$ cat config.mk
export PLATFORM = sky130hd
export DESIGN_NAME = eth_tx_arbiter
export DESIGN_NICKNAME = d
export VERILOG_FILES = /design/src/rtl/eth_tx_arbiter.sv
export SDC_FILE = /design/constraint.sdc
export NUM_CORES = 1
export LEC_CHECK = 0
export ABC_AREA = 1
export CAP_MARGIN = 20
export CORE_UTILIZATION = 32
export DETAILED_ROUTE_END_ITERATION = 10
export HOLD_SLACK_MARGIN = 0.02
export PLACE_DENSITY = 0.65
export SKIP_CTS_REPAIR_TIMING = 1
export SLEW_MARGIN = 40
export SYNTH_ARGS = -nofsm -noshare
export SYNTH_HDL_FRONTEND = slang
export SYNTH_SLANG_ARGS = --single-unit
$ cat constraint.sdc
create_clock -name clk -period 3.1 [get_ports clk]
set_input_delay 0.31 -clock clk [delete_from_list [all_inputs] [get_ports clk]]
set_output_delay 0.31 -clock clk [all_outputs]
set_load 0.01 [all_outputs]
$ cat src/rtl/eth_tx_arbiter.sv
// Round-robin frame arbiter: moves whole frames from encoder A or B FIFO pairs
// into the shared MAC transmit FIFO pair, data words first and ctl word last.
module eth_tx_arbiter #(
  parameter int LEN_W     = 7,
  parameter int MAX_WORDS = 64
) (
  input  logic        clk,
  input  logic        rst,
  output logic        a_ctl_rd_en_out,
  input  logic [15:0] a_ctl_rd_d_in,
  input  logic        a_ctl_rd_empty_in,
  output logic        a_data_rd_en_out,
  input  logic [63:0] a_data_rd_d_in,
  input  logic        a_data_rd_empty_in,
  output logic        b_ctl_rd_en_out,
  input  logic [15:0] b_ctl_rd_d_in,
  input  logic        b_ctl_rd_empty_in,
  output logic        b_data_rd_en_out,
  input  logic [63:0] b_data_rd_d_in,
  input  logic        b_data_rd_empty_in,
  output logic        ctl_wr_en_out,
  output logic [15:0] ctl_wr_d_out,
  input  logic        ctl_wr_full_in,
  output logic        data_wr_en_out,
  output logic [63:0] data_wr_d_out,
  input  logic        data_wr_full_in,
  output logic        grant_out,
  output logic        busy_out,
  output logic        err_out
);

  localparam int DATA_W = 64;
  localparam int CTL_W  = 16;
  localparam logic [LEN_W:0] MAX_LEN = (LEN_W + 1)'(MAX_WORDS);

  typedef enum logic [2:0] {
    S_IDLE,
    S_HDR,
    S_COPY,
    S_CTL_WR,
    S_DRAIN
  } state_t;

  state_t              state_q, state_d;
  logic                grant_q, grant_d;
  logic                busy_q, busy_d;
  logic                err_q, err_d;
  logic [LEN_W-1:0]    rem_q, rem_d;
  logic [CTL_W-1:0]    ctl_lat_q, ctl_lat_d;
  logic                data_wr_en_q, data_wr_en_d;
  logic [DATA_W-1:0]   data_wr_d_q, data_wr_d_d;
  logic                ctl_wr_en_q, ctl_wr_en_d;
  logic [CTL_W-1:0]    ctl_wr_d_q, ctl_wr_d_d;

  logic [CTL_W-1:0]    src_ctl;
  logic                src_ctl_empty;
  logic [DATA_W-1:0]   src_data;
  logic                src_data_empty;
  logic [LEN_W-1:0]    hdr_len;
  logic                ctl_pop, data_pop;

  // grant_q names the source currently being served outside IDLE
  always_comb begin
    src_ctl        = a_ctl_rd_d_in;
    src_ctl_empty  = a_ctl_rd_empty_in;
    src_data       = a_data_rd_d_in;
    src_data_empty = a_data_rd_empty_in;
    if (grant_q) begin
      src_ctl        = b_ctl_rd_d_in;
      src_ctl_empty  = b_ctl_rd_empty_in;
      src_data       = b_data_rd_d_in;
      src_data_empty = b_data_rd_empty_in;
    end
  end

  assign hdr_len = src_ctl[LEN_W-1:0];

  always_comb begin
    state_d      = state_q;
    grant_d      = grant_q;
    busy_d       = busy_q;
    err_d        = err_q;
    rem_d        = rem_q;
    ctl_lat_d    = ctl_lat_q;
    data_wr_en_d = 1'b0;
    data_wr_d_d  = data_wr_d_q;
    ctl_wr_en_d  = 1'b0;
    ctl_wr_d_d   = ctl_wr_d_q;
    ctl_pop      = 1'b0;
    data_pop     = 1'b0;
    unique case (state_q)
      S_IDLE: begin
        if (!a_ctl_rd_empty_in && !b_ctl_rd_empty_in) begin
          grant_d = ~grant_q;
          busy_d  = 1'b1;
          state_d = S_HDR;
        end else if (!a_ctl_rd_empty_in) begin
          grant_d = 1'b0;
          busy_d  = 1'b1;
          state_d = S_HDR;
        end else if (!b_ctl_rd_empty_in) begin
          grant_d = 1'b1;
          busy_d  = 1'b1;
          state_d = S_HDR;
        end
      end
      S_HDR: begin
        ctl_pop   = !src_ctl_empty;
        ctl_lat_d = src_ctl;
        rem_d     = hdr_len;
        if (hdr_len == '0 || {1'b0, hdr_len} > MAX_LEN) begin
          err_d   = 1'b1;
          state_d = S_DRAIN;
        end else begin
          state_d = S_COPY;
        end
      end
      S_COPY: begin
        data_pop = !src_data_empty && !data_wr_full_in && rem_q != '0;
        if (data_pop) begin
          data_wr_en_d = 1'b1;
          data_wr_d_d  = src_data;
          rem_d        = rem_q - LEN_W'(1);
          if (rem_q == LEN_W'(1)) state_d = S_CTL_WR;
        end
      end
      S_CTL_WR: begin
        // Entered together with the last data write, so ctl always trails data
        if (!ctl_wr_full_in) begin
          ctl_wr_en_d = 1'b1;
          ctl_wr_d_d  = ctl_lat_q;
          busy_d      = 1'b0;
          state_d     = S_IDLE;
        end
      end
      S_DRAIN: begin
        data_pop = !src_data_empty && rem_q != '0;
        if (data_pop) rem_d = rem_q - LEN_W'(1);
        if (!data_pop || rem_q == LEN_W'(1)) begin
          busy_d  = 1'b0;
          state_d = S_IDLE;
        end
      end
      default: state_d = S_IDLE;
    endcase
  end

  assign a_ctl_rd_en_out  = ctl_pop  && !grant_q;
  assign b_ctl_rd_en_out  = ctl_pop  &&  grant_q;
  assign a_data_rd_en_out = data_pop && !grant_q;
  assign b_data_rd_en_out = data_pop &&  grant_q;

  // Register stage: control and shared-FIFO write port
  always_ff @(posedge clk) begin
    if (rst) begin
      state_q      <= S_IDLE;
      grant_q      <= 1'b1;
      busy_q       <= 1'b0;
      err_q        <= 1'b0;
      rem_q        <= '0;
      data_wr_en_q <= 1'b0;
      data_wr_d_q  <= '0;
      ctl_wr_en_q  <= 1'b0;
      ctl_wr_d_q   <= '0;
    end else begin
      state_q      <= state_d;
      grant_q      <= grant_d;
      busy_q       <= busy_d;
      err_q        <= err_d;
      rem_q        <= rem_d;
      data_wr_en_q <= data_wr_en_d;
      data_wr_d_q  <= data_wr_d_d;
      ctl_wr_en_q  <= ctl_wr_en_d;
      ctl_wr_d_q   <= ctl_wr_d_d;
    end
  end

  always_ff @(posedge clk) begin
    ctl_lat_q <= ctl_lat_d;
  end

  assign ctl_wr_en_out  = ctl_wr_en_q;
  assign ctl_wr_d_out   = ctl_wr_d_q;
  assign data_wr_en_out = data_wr_en_q;
  assign data_wr_d_out  = data_wr_d_q;
  assign grant_out      = grant_q;
  assign busy_out       = busy_q;
  assign err_out        = err_q;

endmodule

# Word-level counts from Yosys, hierarchy flattened
# Index checks and enable logic that the tools add are counted.
dict set report op_classes {
  add_sub_neg 1
  magnitude_cmp 1
  eq_ne 12
  muxes 28
  bitwise_logic 4
  n_reduce_logical 31
}
# operator n
set op_table {}
lappend op_table {{64-bit 2-to-1 mux} 1}
lappend op_table {{3-bit 2-to-1 mux} 8}
lappend op_table {{7-bit case mux with 3 select lines} 1}
lappend op_table {{16-bit 2-to-1 mux} 1}
lappend op_table {{3-bit case mux with 5 select lines} 1}
lappend op_table {{7-bit 2-to-1 mux} 2}
lappend op_table {{1-bit 2-to-1 mux} 12}
lappend op_table {{2-bit inequality test (second input constant)} 5}
lappend op_table {{1-bit logical AND} 8}
lappend op_table {{2-bit AND reduction} 4}
lappend op_table {{7-bit by 1-bit equality test with 1-bit output (second input constant)} 1}
lappend op_table {{7-bit > comparator (second input constant)} 1}
lappend op_table {{1-bit zero test} 7}
lappend op_table {{7-bit zero test} 1}
lappend op_table {{7-bit nonzero test} 1}
lappend op_table {{7-bit by 1-bit subtractor with 7-bit output (second input constant)} 1}
lappend op_table {{3-bit by 2-bit equality test with 1-bit output (second input constant)} 2}
lappend op_table {{3-bit nonzero test} 2}
lappend op_table {{5-bit AND reduction} 1}
lappend op_table {{4-bit inequality test (second input constant)} 1}
lappend op_table {{1-bit inverter} 4}
lappend op_table {{4-bit AND reduction} 1}
lappend op_table {{2-bit OR reduction} 2}
lappend op_table {{3-bit by 1-bit equality test with 1-bit output (second input constant)} 1}
lappend op_table {{7 further kinds} 8}
dict set report totals {
  reg_bits 111
  inputBits 168
  output_inout_bits 89
  wordCells 87
}

# Longest topological paths before layout
# Gate-level depths: netlist (run 1).
dict set report logic_depth {
  depth_word 7
  depth_mapped 13
  depth_no_buf 12
}

# Least setup slack after synthesis (run 1)
# Ideal clock, no wire load.
dict set report synth_path {
  path_type {reg2out}
  from {reg state_q[0]}
  to {out a_ctl_rd_en_out}
  arrival_ps 1652
  t_required_ps 2790
  setup_slack_ps 1138
  stages_incl_launch_ff 5
  path_buffers 0
  cell_sequence {dfxtp_1 inv_1 nor3_2 o211ai_1 nor2_1}
}
dict set report synth_via {
  elab_chain_cells 3
}
# element line_no
set synth_lines {}
lappend synth_lines {{from (decl)} 44} ;# state_t state_q, state_d;
lappend synth_lines {{from (signal assigned)} 166} ;# state_q <= state_d;
lappend synth_lines {{3-bit by 1-bit equality test with 1-bit output} 91} ;# unique case (state_q)
lappend synth_lines {{1-bit 2-to-1 mux} 91}
lappend synth_lines {{1-bit logical AND} 148} ;# assign a_ctl_rd_en_out = ctl_pop && !grant_q;
lappend synth_lines {{to (decl)} 9} ;# output logic a_ctl_rd_en_out,
# No other way between the ends.

# Worst setup path after layout (run 1)
dict set report layout_path {
  from {reg grant_q (netlist: grant_out)}
  to {out a_data_rd_en_out}
}
dict set report layout_via {
  elab_chain_cells 6
  elab_cells_between_ends 8
  cone_classes {2 x mux; 6 x reduce/logical}
}
# element line_no
set layout_lines {}
lappend layout_lines {{from (decl)} 45} ;# logic grant_q, grant_d;
lappend layout_lines {{from (signal assigned)} 167} ;# grant_q <= grant_d;
lappend layout_lines {{1-bit 2-to-1 mux} 68} ;# if (grant_q) begin
lappend layout_lines {{1-bit zero test} {119, 137}}
lappend layout_lines {{1-bit logical AND (2 in series)} 119} ;# data_pop = !src_data_empty && !data_wr_full_in && rem_q != '0;
lappend layout_lines {{1-bit case mux with 2 select lines} 91}
lappend layout_lines {{1-bit logical AND (*)} 150} ;# assign a_data_rd_en_out = data_pop && !grant_q;
lappend layout_lines {{to (decl)} 12} ;# output logic a_data_rd_en_out,
# Mark *: on every way between the ends. The rest lies on a longest branch, timed or not.

==> impl_metrics.csv, run 1 <==
group,metric,value,unit
yosys,yosysTopAreaCellShare,35.0,%
yosys,ys_seq_area_share,43.8,%
global_routing,overflow,0,
place,dp_slack,0.884,ns
yosys,yosys.area_share.simple,27.0,%
detailed_routing,wl_per_cell,12.7,um
yosys,synthXorXnorAreaFrac,0.161,%
setup_path,r2r_cells,8,
yosys,yosysWarningCount,0,
sta,finalSetupViolCount,0,
sta,hold_viol_final,0,
setup_path,cp_slowest_cell,"dfxtp_4",
yosys,ys_ff_latch,111,
die,rows,47,
run,cap_violations,0,
layout,drive_above_1_share,4.45,%
setup_path,crit_chain,"inv_2, nand2_1, nand2_2, nor2_1, nand2_1, a21oi_1, clkdlybuf4s50_1",
yosys,synth.area.mux_share,0,%
setup_path,cp-end-kind,"primary output",
power_and_ir_drop,p_leak,3.49,nW
detailed_routing,drcViolationCount,0,
setup_path,slowest_delay,0.64,ns
place,dp_hpwl,11600,um
place,gp_congestion,0.803,
detailed_routing,postRouteAntennaNets,0,
yosys,yosys-top-cells-area,"dfxtp_1 35%, nand2_1 20%, edfxtp_1 8.8%, a21oi_1 6.8%, o21ai_0 6.2%",
setup_path,critPathLaunchType,"flip-flop",
global_routing,grt_max_degree,130,
cts,htreeDepth,3,
layout,area_growth,53.4,%
detailed_routing,drt-total-wl,15900,um
cts,root_buffer,"clkbuf_16",
cts,cts_buffers,9,
global_routing,grt_antenna_before_repair,0,
die,die_h,132,um
sta,fin_skew,0.00830,ns
global_routing,grt_pass1_vias,5081,
setup_path,arrival,2.27,ns
detailed_routing,viasPerCell,4.43,
layout,nFillCells,1707,
power_and_ir_drop,ir_worst_vdd,0.390,mV
yosys,synth-adder-area-share,0.690,%
layout,antenna_cells,0,
detailed_routing,drtPass1Iterations,4,
yosys,netlist_instances,797,
setup_path,cp_common_cell,"nand2_1",
yosys,postSynthAreaPerCell,6.82,sq um
die,core-area,16600,sq um
min_path,hold_path_depth,2,
setup_path,critPathRequiredTime,2.79,ns
cts,cts_num_sinks,111,
yosys,synth_compound_area_share,15.9,%
power_and_ir_drop,powerDensity,639,nW/um^2
sta,setup_ws,0.524,ns
yosys,synth_area,5440,sq um
yosys,synth_cell_types,33,
cts,cts_buffer_depth,2,
min_path,worstHoldEndpoint,"data_wr_d_out[15]$_SDFFE_PP0P_",
die,initial_core_util,32.8,%
min_path,min_from,"data_wr_d_out[15]$_SDFFE_PP0P_",
sta,slew_headroom,63.1,%
sta,fmax,0.388,GHz
sta,maxSlewViolCount,0,
global_routing,grt_usage,18.3,%
sta,period_share,83.1,%
min_path,hold_class,"flip-flop to flip-flop",
die,die_w,132,um
cts,clk_latency,0.35,ns
sta,rsz0062_at_grt,"no",
setup_path,worst-setup-path-type,"flip-flop to primary output",
place,io_buffers,256,
global_routing,grt_pass1_wl,25500,um
setup_path,reg2reg_slack,1.16,ns
die,dieArea,17500,sq um
setup_path,r2r_start,"grant_out$_SDFFE_PP1P_",
die,ios,257,
yosys,yosysTopAreaCell,"dfxtp_1",
sta,min_period,2.58,ns
setup_path,worstReg2RegEnd,"data_wr_d_out[9]$_SDFFE_PP0P_",
detailed_routing,drt_iter0_drc,327,
setup_path,critPathMaxFanout,42,
layout,fin_nets,1199,
yosys,synth_nets,968,
cts,path_clk_slew,0.07,ns
detailed_routing,vias,5549,
cts,cts_tree,"built",
yosys,synth_top_family_by_area,"simple AND/OR/NAND/NOR gates",
sta,tightestPinTransition,0.554,ns
outcome,status,"complete, no violations",
sta,setup-tns-final,0,ns
-- layout make-up --
cell class | count | area (sq um) | share of cell area (%)
Clock buffer | 9 | 225 | 2.70
Clock inverter | 7 | 52.6 | 0.630
Sequential cell | 111 | 2390 | 28.6
Tap cell | 220 | 275 | 3.30
Multi-Input combinational cell | 545 | 2380 | 28.5
Inverter | 95 | 359 | 4.31
Timing Repair Buffer | 266 | 2660 | 31.9
-- metal layers --
| layer | GRT usage, % | routed length, um | up-vias |
|---|---|---|---|
| li1 | - | - | 2948 |
| met1 | 22.3 | 7070 | 2428 |
| met2 | 30.6 | 7650 | 154 |
| met3 | 4.27 | 914 | 19 |
| met4 | 7.85 | 289 | 0 |
| met5 | 0 | 0 | - |
-- placed cells by master (no fill, tap or decap), drive strengths merged --
cell / count
nor2: 68
dfxtp: 95
a31oi: 2
nand3b: 1
clkbuf: 9
o21ai: 91
buf: 10
xor2: 1
nand3: 12
o211ai: 1
clkdlybuf4s50: 256
a21oi: 75
clkinv: 3
clkinvlp: 1
nand4: 3
nand2: 286
o41ai: 1
ha: 3
inv: 98
nor3: 1
edfxtp: 16
-- where the power goes --
part           switching (mW)  total [mW]  internal, mW  leakage [nW]
combinational            1.28        2.25         0.967          2.44
sequential              0.197        1.97          1.78         0.920
clock                   0.551        1.10         0.553         0.137
total                    2.03        5.33          3.30          3.49
-- cells by family (layout without fill, tap and decap cells) --
logic type	count (synthesis)	count (layout)
buffers and inverters	141	377
AOI/OAI and AO/OA	170	170
adders and majority gates	3	3
DFF	111	111
xor gates and xnor gates	1	1
and+or+nand+nor	371	371
-- worst max-delay path, delay by kind of cell (launching register included) --
family | cells | cell delay (ns)
simple gates | 4 | 0.45
compound gates | 1 | 0.17
buf+inv | 2 | 0.64
flops | 1 | 0.64
-- worst max-delay path by stage --
| stage | cells past startpoint | end | startpoint |
|---|---|---|---|
| finish | 7 | a_data_rd_en_out | grant_out$_SDFFE_PP1P_ |
| global route | 7 | b_data_rd_en_out | grant_out$_SDFFE_PP1P_ |
| CTS | 7 | a_data_rd_en_out | grant_out$_SDFFE_PP1P_ |
| detailed placement | 7 | b_data_rd_en_out | grant_out$_SDFFE_PP1P_ |
| global placement | 7 | a_data_rd_en_out | grant_out$_SDFFE_PP1P_ |
| floorplan | 4 | a_ctl_rd_en_out | state_q[0]$_SDFFE_PP0P_ |
-- registers in the layout (all words and copies together), names as in the netlist --
name / cells
state_q: 3
ctl_wr_en_out: 1
data_wr_en_out: 1
data_wr_d_out: 64
busy_out: 1
ctl_lat_q: 16
rem_q: 7
err_out: 1
grant_out: 1
ctl_wr_d_out: 16
-- synthesized netlist by cell type, drive strengths merged --
cell type / instances
nand3: 12
dfxtp: 95
o21ai: 91
buf: 34
a21oi: 75
nand3b: 1
nand2: 286
o211ai: 1
clkbuf: 12
o41ai: 1
a31oi: 2
ha: 3
xor2: 1
edfxtp: 16
nand4: 3
nor2: 68
nor3: 1
inv: 95
-- through the flow --
stage	hold WS, ns	power, mW	utilization, %	std cells	instance area (sq um)
after floorplan	0.409	3.44	-	797	5440
after global placement	0.429	4.25	48.6	1237	8060
final	0.441	5.33	50.3	1253	8340
after CTS	0.445	5.40	50.3	1253	8340
after global routing	0.461	5.78	50.3	1253	8340
after detailed placement	0.434	4.27	48.6	1237	8060
Power figures use the tool's default switching activity.
==> inputs of run 2 (changes only) <==
--- a/config.mk
+++ b/config.mk
@@ -10,7 +10,7 @@
 export CORE_UTILIZATION = 32
 export DETAILED_ROUTE_END_ITERATION = 10
 export HOLD_SLACK_MARGIN = 0.02
-export PLACE_DENSITY = 0.65
+export PLACE_DENSITY = 0.68
 export SKIP_CTS_REPAIR_TIMING = 1
 export SLEW_MARGIN = 40
 export SYNTH_ARGS = -nofsm -noshare
==> constraint.sdc (replaced) <==
create_clock -name clk -period 2.3 [get_ports clk]
set_input_delay 0.23 -clock clk [delete_from_list [all_inputs] [get_ports clk]]
set_output_delay 0.23 -clock clk [all_outputs]
set_load 0.01 [all_outputs]
==> run 2 against run 1 <==
Combinational power up 38%. Hold slack improved by 0.0026 ns. Design area rose by 0.50%. Die area unchanged. Final cell count did not move. Non-clock buffer count did not move. Critical path type unchanged. Largest power group unchanged.
==> impl_metrics.csv, run 2 (synthesis results as in run 1) <==
group,metric,value,unit
die,initial_core_util,32.8,%
global_routing,grt_max_degree,130,
die,dieArea,17500,sq um
global_routing,overflow,0,
sta,period_share,94.9,%
place,gp_congestion,0.804,
layout,drive_above_1_share,4.65,%
detailed_routing,drtPass1Iterations,4,
cts,cts_buffer_depth,2,
die,die_h,132,um
sta,whs,0.444,ns
cts,cts_buffers,9,
setup_path,crit_chain,"buf_4, o211ai_1, nor2_1, clkdlybuf4s50_1",
sta,maxSlewViolCount,0,
cts,clk_latency,0.36,ns
power_and_ir_drop,power.total,7.31,mW
setup_path,crit_family,"buffers and inverters",
layout,area_growth,54.1,%
sta,rsz0062_at_grt,"no",
layout,final_common_cell,"nand2_1",
detailed_routing,vias,5447,
cts,cts_num_sinks,111,
run,cap_violations,0,
cts,htreeDepth,3,
layout,stdcell_count,1253,
setup_path,cp_num_buf_inv,2,
global_routing,grt_usage,17.5,%
detailed_routing,drcViolationCount,0,
die,die_w,132,um
sta,hold_viol_final,0,
global_routing,grtUsageMet1,21.2,%
global_routing,grt_antenna_before_repair,0,
cts,cts_tree,"built",
global_routing,grt_pass1_vias,4944,
global_routing,grt_pass1_wl,24500,um
die,rows,47,
sta,tightestPinTransition,0.559,ns
power_and_ir_drop,ir_worst_vdd,0.577,mV
outcome,status,"complete, no violations",
setup_path,critPathRequiredTime,2.07,ns
setup_path,critPathLaunchType,"flip-flop",
sta,fin_skew,0.00981,ns
place,dp_hpwl,11300,um
setup_path,critPathMaxFanout,20,
global_routing,use_met3,3.61,%
sta,finalSetupViolCount,0,
place,dp.cells,1236,
min_path,hold_class,"flip-flop to flip-flop",
die,ios,257,
cts,root_buffer,"clkbuf_16",
global_routing,grtUsageMet2,30.0,%
detailed_routing,drt-total-wl,15500,um
power_and_ir_drop,p_leak,3.54,nW
sta,slew_headroom,62.8,%
power_and_ir_drop,powerDensity,872,nW/um^2
layout,layout_common_cells,"282 x nand2_1, 254 x clkdlybuf4s50_1, 94 x dfxtp_1",
detailed_routing,drt_iter0_drc,292,
cts,path_clk_slew,0.08,ns
detailed_routing,viasPerCell,4.35,
layout,largest_reg_flops,64,
die,core-area,16600,sq um
layout,antenna_cells,0,
detailed_routing,wl_per_cell,12.4,um
setup_path,worst-setup-path-type,"flip-flop to primary output",
setup_path,cp_slowest_cell,"clkdlybuf4s50_1",
layout,fin_nets,1199,
setup_path,arrival,1.95,ns
sta,min_period,2.18,ns
setup_path,slowest_delay,0.55,ns
sta,fmax,0.458,GHz
setup_path,cp-end-kind,"primary output",
place,io_buffers,256,
detailed_routing,postRouteAntennaNets,0,
global_routing,busiest_layer,"met2",
==> run 2: changes by cell type in the layout (fill, tap and decap cells not counted), sizes merged <==
cell,delta
dlymetal6s2s,+2
inv,+1
clkinvlp,-1
clkdlybuf4s50,-2
==> run 2: layout make-up <==
| type | count | area [sq um] |
|---|---|---|
| well taps | 220 | 275 |
| repair buffers | 266 | 2670 |
| multi-input cells | 545 | 2380 |
| fillers | 1647 | 8200 |
| clock buffers | 9 | 225 |
| flip-flops and latches | 111 | 2390 |
| inverters | 95 | 359 |
| clock inverters | 7 | 83.8 |
==> run 2: where the power goes <==
group	leakage, nW	switching (mW)	internal (mW)	total, mW
clock network	0.150	0.804	0.780	1.58
registers	0.920	0.228	2.39	2.62
logic	2.47	1.78	1.32	3.11
==> run 2: final timing paths <==
kind | startpoint | to | slack (ns) | cells after the start
max | grant_out$_SDFFE_PP1P_ | b_ctl_rd_en_out | 0.12 | 4
min | data_wr_d_out[36]$_SDFFE_PP0P_ | data_wr_d_out[36]$_SDFFE_PP0P_ | 0.44 | 2
max reg2reg | rem_q[0]$_SDFFE_PP0P_ | data_wr_d_out[39]$_SDFFE_PP0P_ | 0.50 | 9
min reg2reg | data_wr_d_out[36]$_SDFFE_PP0P_ | data_wr_d_out[36]$_SDFFE_PP0P_ | 0.44 | 2
==> run 2: worst reg2reg max path: cells and delay by family (launching register included) <==
| family | cells | cell delay (ns) |
|---|---|---|
| buffers and inverters | 3 | 0.52 |
| adder cells (fa/ha/maj) | 1 | 0.16 |
| AND/OR/NAND/NOR | 3 | 0.28 |
| AO/OA/AOI/OAI | 2 | 0.46 |
| flip-flops | 1 | 0.33 |
==> run 2: metrics by stage <==
stage,worst slack [ns],util [%],instance area (sq um),TNS (ns)
CTS,-0.118,50.4,8360,-0.255
detailed placement,0.267,48.6,8060,0
floorplan,0.418,-,5440,0
finish,0.118,50.5,8380,0
global route,0.0227,50.5,8380,0
global placement,0.259,48.6,8060,0
==> run 2: per-layer routing <==
layer	vias to the layer above	share of wire (%)
met5	-	0
li1	2945	-
met3	23	6.6
met1	2321	44
met2	158	47
met4	0	2.0
